`src/rtl/idp_pkg.sv`:
```
// idp_pkg: shared definitions for the idp_sequencer slice -- element state
// codes, pathfunction codes, the sequencer FSM type and the bit-counter width.
package idp_pkg;

    // Element state codes presented on state_o
    localparam logic [1:0] STOP_ST = 2'b00;
    localparam logic [1:0] COST_ST = 2'b01;
    localparam logic [1:0] ROOT_ST = 2'b10;
    localparam logic [1:0] SAVE_ST = 2'b11;

    // Pathfunction codes: additive (C8L16) and max (C16L8)
    localparam logic C8L16 = 1'b0;
    localparam logic C16L8 = 1'b1;

    // Sequencer FSM states
    typedef enum logic [2:0] {
        IDLE  = 3'd0,
        PRIME = 3'd1,
        SCOST = 3'd2,
        SROOT = 3'd3,
        SSAVE = 3'd4,
        RESP  = 3'd5
    } seq_state_e;

    // Width of the shared bit counter: clog2 of the longest serial phase
    function automatic int cnt_width(input int a, input int b, input int c);
        int m;
        m = a;
        if (b > m) m = b;
        if (c > m) m = c;
        return (m < 2) ? 1 : $clog2(m);
    endfunction

endpackage

```
`src/rtl/idp_shift_lsb.sv`:
```
// idp_shift_lsb: parameterised load / shift-right register. Bits leave at
// bit 0 and shift_in_i enters at the MSB. OUT_W selects how many low bits
// are exposed (1 for a serialiser, W for a deserialiser).
module idp_shift_lsb
    import idp_pkg::*;
#(
    parameter int W     = 8,
    parameter int OUT_W = W
) (
    input  logic             clk_i,
    input  logic             rst_i,
    input  logic             load_i,
    input  logic [W-1:0]     load_val_i,
    input  logic             shift_i,
    input  logic             shift_in_i,
    output logic [OUT_W-1:0] data_o
);

    logic [W-1:0] data_q;
    logic [W-1:0] data_d;

    // Load has priority over shift; otherwise hold
    always_comb begin
        data_d = data_q;
        if (load_i) begin
            data_d = load_val_i;
        end else if (shift_i) begin
            data_d = {shift_in_i, data_q[W-1:1]};
        end
    end

    // Register with asynchronous clear
    always_ff @(posedge clk_i or posedge rst_i) begin
        if (rst_i) begin
            data_q <= '0;
        end else begin
            data_q <= data_d;
        end
    end

    assign data_o = data_q[OUT_W-1:0];

endmodule

```
`src/rtl/idp_sequencer.sv`:
```
// idp_sequencer: host-side driver for one bit-serial IFT path-cost element.
// Serialises a candidate record LSB-first through STOP->COST->ROOT->SAVE and
// deserialises the returned result stream into a parallel response word.
// Optional build macro IDP_SEQ_STATS_EN adds a saturating conquest counter.
//
// Handshakes: a request transfers on a cycle where req_valid_i && req_ready_o;
// a response transfers on a cycle where rsp_valid_o && rsp_ready_i. Response
// word/flag are held stable while rsp_valid_o is high and not yet accepted.
module idp_sequencer
    import idp_pkg::*;
#(
    parameter int COST_W = 8,
    parameter int ROOT_W = 16,
    parameter int RES_W  = 8,
    parameter int PATHFN = 0
) (
    input  logic              clk_i,
    input  logic              rst_i,
    input  logic              req_valid_i,
    output logic              req_ready_o,
    input  logic [COST_W-1:0] ext_cost_i,
    input  logic [COST_W-1:0] int_cost_i,
    input  logic [ROOT_W-1:0] ext_root_i,
    input  logic [ROOT_W-1:0] int_root_i,
    input  logic              dir_i,
    output logic              pathfunction_o,
    output logic [1:0]        state_o,
    output logic              direction_o,
    output logic              extern_data_o,
    output logic [1:0]        intern_data_o,
    output logic              root_carry_in_o,
    input  logic              result_data_i,
    input  logic              conquest_i,
    output logic              rsp_valid_o,
    input  logic              rsp_ready_i,
    output logic [RES_W-1:0]  rsp_word_o,
    output logic              rsp_conquest_o
`ifdef IDP_SEQ_STATS_EN
    ,
    input  logic              stats_clr_i,
    output logic [15:0]       conquest_cnt_o
`endif
);

    localparam int CNT_W = cnt_width(COST_W, ROOT_W, RES_W);

    seq_state_e       state_q, state_d;
    logic [CNT_W-1:0] cnt_q, cnt_d;
    logic [1:0]       code_q, code_d;
    logic             ext_q, ext_d;
    logic [1:0]       int_q, int_d;
    logic             dir_q, dir_d;
    logic             rsp_valid_q, rsp_valid_d;
    logic             conq_q, conq_d;

    logic             accept;
    logic             ext_cost_b, int_cost_b, ext_root_b, int_root_b;
    logic             cost_shift, root_shift, res_shift;
    logic [RES_W-1:0] rsp_word;

    assign req_ready_o = (state_q == IDLE) || ((state_q == RESP) && rsp_ready_i);
    assign accept      = req_valid_i && req_ready_o;

    // A bit leaves a serialiser on the edge where its phase is being entered
    // or continued, so it lands in the output flop with its state code.
    assign cost_shift = (state_d == SCOST);
    assign root_shift = (state_d == SROOT);
    assign res_shift  = (state_q == SSAVE);

    idp_shift_lsb #(.W(COST_W), .OUT_W(1)) u_ext_cost (
        .clk_i(clk_i), .rst_i(rst_i), .load_i(accept), .load_val_i(ext_cost_i),
        .shift_i(cost_shift), .shift_in_i(1'b0), .data_o(ext_cost_b)
    );

    idp_shift_lsb #(.W(COST_W), .OUT_W(1)) u_int_cost (
        .clk_i(clk_i), .rst_i(rst_i), .load_i(accept), .load_val_i(int_cost_i),
        .shift_i(cost_shift), .shift_in_i(1'b0), .data_o(int_cost_b)
    );

    idp_shift_lsb #(.W(ROOT_W), .OUT_W(1)) u_ext_root (
        .clk_i(clk_i), .rst_i(rst_i), .load_i(accept), .load_val_i(ext_root_i),
        .shift_i(root_shift), .shift_in_i(1'b0), .data_o(ext_root_b)
    );

    idp_shift_lsb #(.W(ROOT_W), .OUT_W(1)) u_int_root (
        .clk_i(clk_i), .rst_i(rst_i), .load_i(accept), .load_val_i(int_root_i),
        .shift_i(root_shift), .shift_in_i(1'b0), .data_o(int_root_b)
    );

    // Result deserialiser: first received bit ends up in bit 0
    idp_shift_lsb #(.W(RES_W), .OUT_W(RES_W)) u_rsp_word (
        .clk_i(clk_i), .rst_i(rst_i), .load_i(1'b0), .load_val_i('0),
        .shift_i(res_shift), .shift_in_i(result_data_i), .data_o(rsp_word)
    );

    // Next-state and shared bit counter; counter reloads at every phase edge
    always_comb begin
        state_d = state_q;
        cnt_d   = cnt_q;
        case (state_q)
            IDLE: begin
                if (accept) begin
                    state_d = PRIME;
                    cnt_d   = '0;
                end
            end
            PRIME: begin
                state_d = SCOST;
                cnt_d   = '0;
            end
            SCOST: begin
                if (cnt_q == CNT_W'(COST_W - 1)) begin
                    state_d = SROOT;
                    cnt_d   = '0;
                end else begin
                    cnt_d = cnt_q + CNT_W'(1);
                end
            end
            SROOT: begin
                if (cnt_q == CNT_W'(ROOT_W - 1)) begin
                    state_d = SSAVE;
                    cnt_d   = '0;
                end else begin
                    cnt_d = cnt_q + CNT_W'(1);
                end
            end
            SSAVE: begin
                if (cnt_q == CNT_W'(RES_W - 1)) begin
                    state_d = RESP;
                    cnt_d   = '0;
                end else begin
                    cnt_d = cnt_q + CNT_W'(1);
                end
            end
            RESP: begin
                if (rsp_ready_i) begin
                    state_d = accept ? PRIME : IDLE;
                    cnt_d   = '0;
                end
            end
            default: begin
                state_d = IDLE;
                cnt_d   = '0;
            end
        endcase
    end

    // Element-facing lines are computed from the state being entered
    always_comb begin
        code_d = STOP_ST;
        ext_d  = 1'b0;
        int_d  = 2'b00;
        case (state_d)
            PRIME: begin
                int_d = 2'b11;  // seed c1=c2=1 for two's-complement subtract
            end
            SCOST: begin
                code_d = COST_ST;
                ext_d  = ext_cost_b;
                int_d  = {2{int_cost_b}};
            end
            SROOT: begin
                code_d = ROOT_ST;
                ext_d  = ext_root_b;
                int_d  = {2{int_root_b}};
            end
            SSAVE: begin
                code_d = SAVE_ST;
            end
            default: ;
        endcase
        dir_d       = accept ? dir_i : dir_q;
        rsp_valid_d = (state_d == RESP);
        conq_d      = ((state_q == SSAVE) && (cnt_q == '0)) ? conquest_i : conq_q;
    end

    // State and output registers, cleared asynchronously
    always_ff @(posedge clk_i or posedge rst_i) begin
        if (rst_i) begin
            state_q     <= IDLE;
            cnt_q       <= '0;
            code_q      <= STOP_ST;
            ext_q       <= 1'b0;
            int_q       <= 2'b00;
            dir_q       <= 1'b0;
            rsp_valid_q <= 1'b0;
            conq_q      <= 1'b0;
        end else begin
            state_q     <= state_d;
            cnt_q       <= cnt_d;
            code_q      <= code_d;
            ext_q       <= ext_d;
            int_q       <= int_d;
            dir_q       <= dir_d;
            rsp_valid_q <= rsp_valid_d;
            conq_q      <= conq_d;
        end
    end

    assign pathfunction_o  = (PATHFN != 0) ? C16L8 : C8L16;
    assign state_o         = code_q;
    assign direction_o     = dir_q;
    assign extern_data_o   = ext_q;
    assign intern_data_o   = int_q;
    assign root_carry_in_o = 1'b0;
    assign rsp_valid_o     = rsp_valid_q;
    assign rsp_word_o      = rsp_word;
    assign rsp_conquest_o  = conq_q;

`ifdef IDP_SEQ_STATS_EN
    logic [15:0] conq_cnt_q, conq_cnt_d;

    // Count conquering responses at handoff; saturate; clear beats increment
    always_comb begin
        conq_cnt_d = conq_cnt_q;
        if (stats_clr_i) begin
            conq_cnt_d = '0;
        end else if (rsp_valid_q && rsp_ready_i && conq_q && (conq_cnt_q != 16'hFFFF)) begin
            conq_cnt_d = conq_cnt_q + 16'd1;
        end
    end

    // Conquest counter register
    always_ff @(posedge clk_i or posedge rst_i) begin
        if (rst_i) begin
            conq_cnt_q <= '0;
        end else begin
            conq_cnt_q <= conq_cnt_d;
        end
    end

    assign conquest_cnt_o = conq_cnt_q;
`endif

endmodule

```
`config.mk`:
```
export PLATFORM = sky130hd
export DESIGN_NAME = idp_sequencer
export DESIGN_NICKNAME = d
export VERILOG_FILES = /design/src/rtl/idp_pkg.sv /design/src/rtl/idp_shift_lsb.sv /design/src/rtl/idp_sequencer.sv
export SDC_FILE = /design/constraint.sdc
export NUM_CORES = 1
export LEC_CHECK = 0
export BUFFER_PORTS_ARGS = -buffer_cell sky130_fd_sc_hd__buf_4
export CAP_MARGIN = 0
export CORE_MARGIN = 2
export CORE_UTILIZATION = 30
export CTS_BUF_LIST = sky130_fd_sc_hd__clkbuf_4
export CTS_CLUSTER_DIAMETER = 100
export DETAILED_ROUTE_END_ITERATION = 12
export GPL_TIMING_DRIVEN = 0
export SETUP_SLACK_MARGIN = 0.5
export SYNTH_ARGS = -nofsm -noshare
export SYNTH_HDL_FRONTEND = slang
export SYNTH_HIERARCHICAL = 1
export SYNTH_SLANG_ARGS = --single-unit
```
`constraint.sdc`:
```
create_clock -name clk_i -period 3.7 [get_ports clk_i]
set_input_delay 0.74 -clock clk_i [delete_from_list [all_inputs] [get_ports clk_i]]
set_output_delay 0.74 -clock clk_i [all_outputs]
set_load 0.01 [all_outputs]
```
### After elaboration in Yosys (flattened, before gate mapping)

Cells that the tools add are included.

* $add $sub $neg: 1
* equality and inequality tests: 14
* multiplexer cells: 23
* reductions and logical operators: 10

Operators with widths (count)
* two-way mux 16 bit: 4
* two-way mux 8 bit: 4
* case mux 3 bit (6 select lines): 1
* two-way mux 4 bit: 4
* case mux 4 bit (4 select lines): 1
* two-way mux 3 bit: 5
* == test 3 x 2 -> 1 bit, second input constant: 4
* == test 3 bit, second input constant: 4
* case mux 2 bit (3 select lines): 2
* == test 3 x 1 -> 1 bit, second input constant: 2
* adder 4 x 1 -> 4 bit, second input constant: 1
* == test 4 x 3 -> 1 bit, second input constant: 1
* == test 4 bit, second input constant: 1
* logical NOT 4 bit: 1
* inequality test 2 bit, second input constant: 2
* nonzero test 2 bit: 2
* logical AND 1 bit: 3
* logical NOT 3 bit: 1
* case mux 1 bit (2 select lines): 1
* AND reduction 2 bit: 1
* OR reduction 2 bit: 1
* logical OR 1 bit: 1
* two-way mux 1 bit: 1

* bits in registers: 71
* output and inout port bits: 19

### Logic depth before layout (Yosys ltp)

* depth in word-level cells: 10
* gate-level depth with buffers: 8

### Modules after synthesis

Netlist, hierarchy kept.

By module, submodules not included
* idp_shift_lsb at u_ext_root ...: times used 2, cells each 70, area each 748.2 um^2, sequential area each 400.4 um^2
* idp_shift_lsb at u_ext_cost ...: times used 3, cells each 35, area each 376.6 um^2, sequential area each 200.2 um^2
* idp_sequencer: times used 1, cells each 80, area each 790.8 um^2, sequential area each 350.3 um^2

### Worst setup path after synthesis

Ideal clock, no wire load.

* path type: input port to flip-flop
* start point: input port rsp_ready_i
* end point: register u_ext_root.data_q[0]
* library setup time: 0.135 ns
* data arrival time: 1.982 ns
* data required time: 3.565 ns
* setup slack: 1.583 ns
* stages on the path: 5
* buffers on the path: 1
* cell sequence: nand3_1 a211o_2 inv_1 clkbuf_1 o21ai_0

* longest elaborated chain between the ends: 8
* elaborated cells on any way between the ends: 10
* those cells by class: eq/ne (1); mux (5); reduce/logical (4)

RTL lines
* start, declared: RTL line idp_sequencer.sv:35 `input logic rsp_ready_i,`
* logical AND 1 bit (*): RTL line idp_sequencer.sv:61 `assign req_ready_o = (state_q == IDLE) || ((state_q == RESP) && rsp_ready_i);`
* logical OR 1 bit (*): RTL line idp_sequencer.sv:61
* logical AND 1 bit (*): RTL line idp_sequencer.sv:62 `assign accept = req_valid_i && req_ready_o;`
* net accept: RTL line idp_sequencer.sv:56 `logic accept;`
* two-way mux 1 bit: RTL line idp_sequencer.sv:137 `state_d = accept ? PRIME : IDLE;`
* two-way mux 3 bit: RTL line idp_sequencer.sv:136 `if (rsp_ready_i) begin`
* case mux 3 bit (6 select lines): RTL line idp_sequencer.sv:100 `case (state_q)`
* == test 3 x 2 -> 1 bit: RTL line idp_sequencer.sv:67 `assign root_shift = (state_d == SROOT);`
* nonzero test 2 bit (no line)
* end signal, assigned: RTL line idp_shift_lsb.sv:37 `data_q <= data_d;`
* end, declared: RTL line idp_shift_lsb.sv:19 `logic [W-1:0] data_q;`

The timed path passes the listed nets; every way through them passes the cells marked *.
A chain may end at the register's enable or synchronous reset.

### Final worst setup path

* start point: register state_q[0]
* end point: register u_int_root.data_q[14]

* longest elaborated chain between the ends: 9
* elaborated cells on any way between the ends: 19
* those cells by class: eq/ne (6); mux (8); reduce/logical (5)

RTL lines
* start, declared: RTL line idp_sequencer.sv:47 `seq_state_e state_q, state_d;`
* start signal, assigned: RTL line idp_sequencer.sv:189 `state_q <= state_d;`
* == test 3 bit: RTL line idp_sequencer.sv:61
* logical AND 1 bit: RTL line idp_sequencer.sv:61
* logical OR 1 bit (*): RTL line idp_sequencer.sv:61
* logical AND 1 bit (*): RTL line idp_sequencer.sv:62
* net accept: RTL line idp_sequencer.sv:56
* two-way mux 1 bit: RTL line idp_sequencer.sv:137
* two-way mux 3 bit: RTL line idp_sequencer.sv:136
* case mux 3 bit (6 select lines): RTL line idp_sequencer.sv:100
* == test 3 x 2 -> 1 bit: RTL line idp_sequencer.sv:67
* nonzero test 2 bit (no line)
* end signal, assigned: RTL line idp_shift_lsb.sv:37
* end, declared: RTL line idp_shift_lsb.sv:19

Marked as above.

==> flow_metrics.tcl <==
set metrics [dict create \
    outcome "finished, final reports clean" \
    ys_async_sr_fraction 1.000 \
    post-synth-top-count-cell "dfrtp_1" \
    cts_setup_buffers 0 \
    powerDensity_nw_per_um2 794.2 \
    die_area_um2 12260 \
    slew_headroom 0.5169 \
    synth_cell_types 41 \
    crit_required_ns 3.96 \
    finalWorstSetupSlack_ns 1.321 \
    final_hold_viol_count 0 \
    synthTopCellsByArea "dfrtp_1 (51%), mux2i_1 (16%), nand2_1 (6.9%)" \
    num_rows 38 \
    clk-insertion-delay-late_ns 0.42 \
    avgRoutedWirePerCell_um 12.09 \
    clock.fmax_ghz 0.4203 \
    drc 0 \
    cts_resized 0 \
    drtIter0Drc 84 \
    path_class "reg2reg" \
    initial_utilization 0.3111 \
    synth.avg_cell_area_um2 10.51 \
    skew_ns 0.02217 \
    area_growth_pct 28.16 \
    ys_ff_latch 70 \
    netlist_area_um2 3417 \
    fin_crit_ns 2.379 \
    cts_buffers 9 \
    drtAntennaViolNets 0 \
    synth-edff-count 0 \
    hp-class "in2async" \
    wl_um 6905 \
    antenna_found_initial 0 \
    num_vias 2537 \
    cts_tree "done" \
    n_antenna_cell 0 \
    syn_inst 325 \
    crit_fanout 24 \
    finalWeightedCongestion 0.7523 \
    n_fill_cell 1111 \
    slew_viol_final 0 \
    cts.sinks 70 \
    grt_pass1_wl_um 11810 \
    core_um2 10980 \
    ys_top_cells_by_count "dfrtp_1 (70), nand2_1 (63), mux2i_1 (56)" \
    whs_ns 0.3089 \
    ioPinCount 74 \
    tightest_slew_ns 0.7238 \
    synth_largest_area_cell "dfrtp_1" \
    global_route.overflow_total 0 \
    grt_pass1_vias 2511 \
    seq_area_frac_synth 0.5126 \
    rsz0062_at_grt "false" \
    clk_path_buf_depth 2 \
    grtUsageTotal 0.1169 \
    drt-pass1-iter-count 4 \
    io_buffers 71 \
    max_cap_viol_count 0 \
    via_per_inst 4.443 \
    timing.final.crit_share 0.6431 \
    endpoint_kind "register" \
    arrival_ns 2.64 \
    cts_hold_buffers 0 \
    ys.flop_type "dfrtp_1" \
    cts_max_level 3 \
    startpoint_type "register" \
    synth_top_area_share 0.5126 \
    die_h_um 110.7 \
    setup_viol 0 \
    leakage_nw 2.042 \
    dpl.hpwl_um 5178 \
    tns_ns 0 \
    grt_max_degree 25 \
    die_width_um 110.7 \
    nNetsFinal 484 \
    root_buffer "clkbuf_4" \
    yosys_warnings 6 \
    ir_drop_mv 0.2429 \
    dp_slack_ns 1.044 \
    drive_gt1_frac 0.2575 \
    clkSlewWorstSetupHoldPaths_ns 0.11 \
]
==> path summary, 6_finish.rpt <==
check                      slack [ns]  cells past startpoint                           endpoint                             start
max                              1.32                      6  u_int_root/data_q[14]$_DFFE_PP0P_              state_q[0]$_DFF_PP0_
min reg2reg                      0.51                      2            extern_data_o$_DFF_PP0_  u_ext_root/data_q[0]$_DFFE_PP0P_
max in group asynchronous        2.85                      2  u_ext_root/data_q[13]$_DFFE_PP0P_                             rst_i
min in group clk_i               0.51                      2            extern_data_o$_DFF_PP0_  u_ext_root/data_q[0]$_DFFE_PP0P_
max reg2reg                      1.32                      6  u_int_root/data_q[14]$_DFFE_PP0P_              state_q[0]$_DFF_PP0_
min                              0.31                      2   u_ext_cost/data_q[1]$_DFFE_PP0P_                             rst_i
==> worst max-delay path, cell delays in order (launching register included) <==
cell and delay [ns]:
dfrtp_1 0.40, buf_6 0.14, or2_1 0.22, a211o_2 0.34
inv_1 0.54, clkbuf_1 0.40, o21ai_0 0.19
==> placed cells by master (no fill, tap or decap), types with 2 or more instances in the layout <==
cell,n
buf_4,74
nand2_1,63
conb_1,21
clkbuf_4,9
bufinv_16,3
dfrtp_1,70
ha_1,2
o21ai_0,16
inv_1,13
mux2i_1,56
a21oi_1,4
o21a_1,2
buf_6,9
buf_12,2
nand3_1,4
nor2_1,4
o21ai_1,46
clkbuf_1,4
buf_2,2
==> metal layers <==
layer / vias to the layer above / GRT usage / wire length, um / share of wire
li1: 1298 / - / - / -
met1: 1197 / 0.1470 / 3107 / 0.45
met2: 35 / 0.1980 / 3547 / 0.51
met3: 7 / 0.02351 / 159 / 0.023
met4: 0 / 0.04500 / 90 / 0.013
met5: - / 0 / 0 / 0
==> kinds of logic (layout without fill, tap and decap cells) <==
kind of cell	Yosys count	after routing	share of synthesized area
simple gates	81	81	0.1044
buf+inv	33	119	0.06957
fa+ha+maj	2	2	0.007322
compound gates	79	79	0.1307
flops	70	70	0.5126
other cells	1	21	0.001097
xor+xnor	1	1	0.002564
mux	58	58	0.1717
==> through the flow <==
| stage | util | std cells | instance area, um^2 | total power, mW |
|---|---|---|---|---|
| finish | 0.3987 | 571 | 4379 | 3.478 |
| CTS | 0.3987 | 571 | 4379 | 3.529 |
| global route | 0.3987 | 571 | 4379 | 3.758 |
| floorplan | - | 345 | 3492 | 2.542 |
| detailed placement | 0.3824 | 556 | 4200 | 2.901 |
| global placement | 0.3824 | 556 | 4200 | 2.852 |
==> state kept, by name, indices dropped and copies added (netlist names) <==
signal             cells
rsp_conquest_o         1
intern_data_o          1
cnt_q                  4
u_int_cost/data_q      8
u_int_root/data_q     16
extern_data_o          1
direction_o            1
u_ext_root/data_q     16
u_ext_cost/data_q      8
u_rsp_word/data_o      8
rsp_valid_o            1
state_q                3
state_o                2
==> power by group <==
part	switching, mW	internal (mW)	total (mW)
Combinational	0.723	0.816	1.54
Clock	0.274	0.338	0.613
Sequential	0.203	1.12	1.33
==> cell type report <==
type | instances | area, um^2 | area share
inverters | 13 | 48.80 | 0.01114
plain buffers | 20 | 188.9 | 0.04314
clock buffers | 9 | 67.56 | 0.01543
well taps | 140 | 175.2 | 0.04000
multi-input cells | 242 | 1503 | 0.3431
clock inverters | 6 | 111.4 | 0.02543
repair buffers | 71 | 533.0 | 0.1217
flip-flops and latches | 70 | 1752 | 0.4000
(Power assumes the default switching activity.)
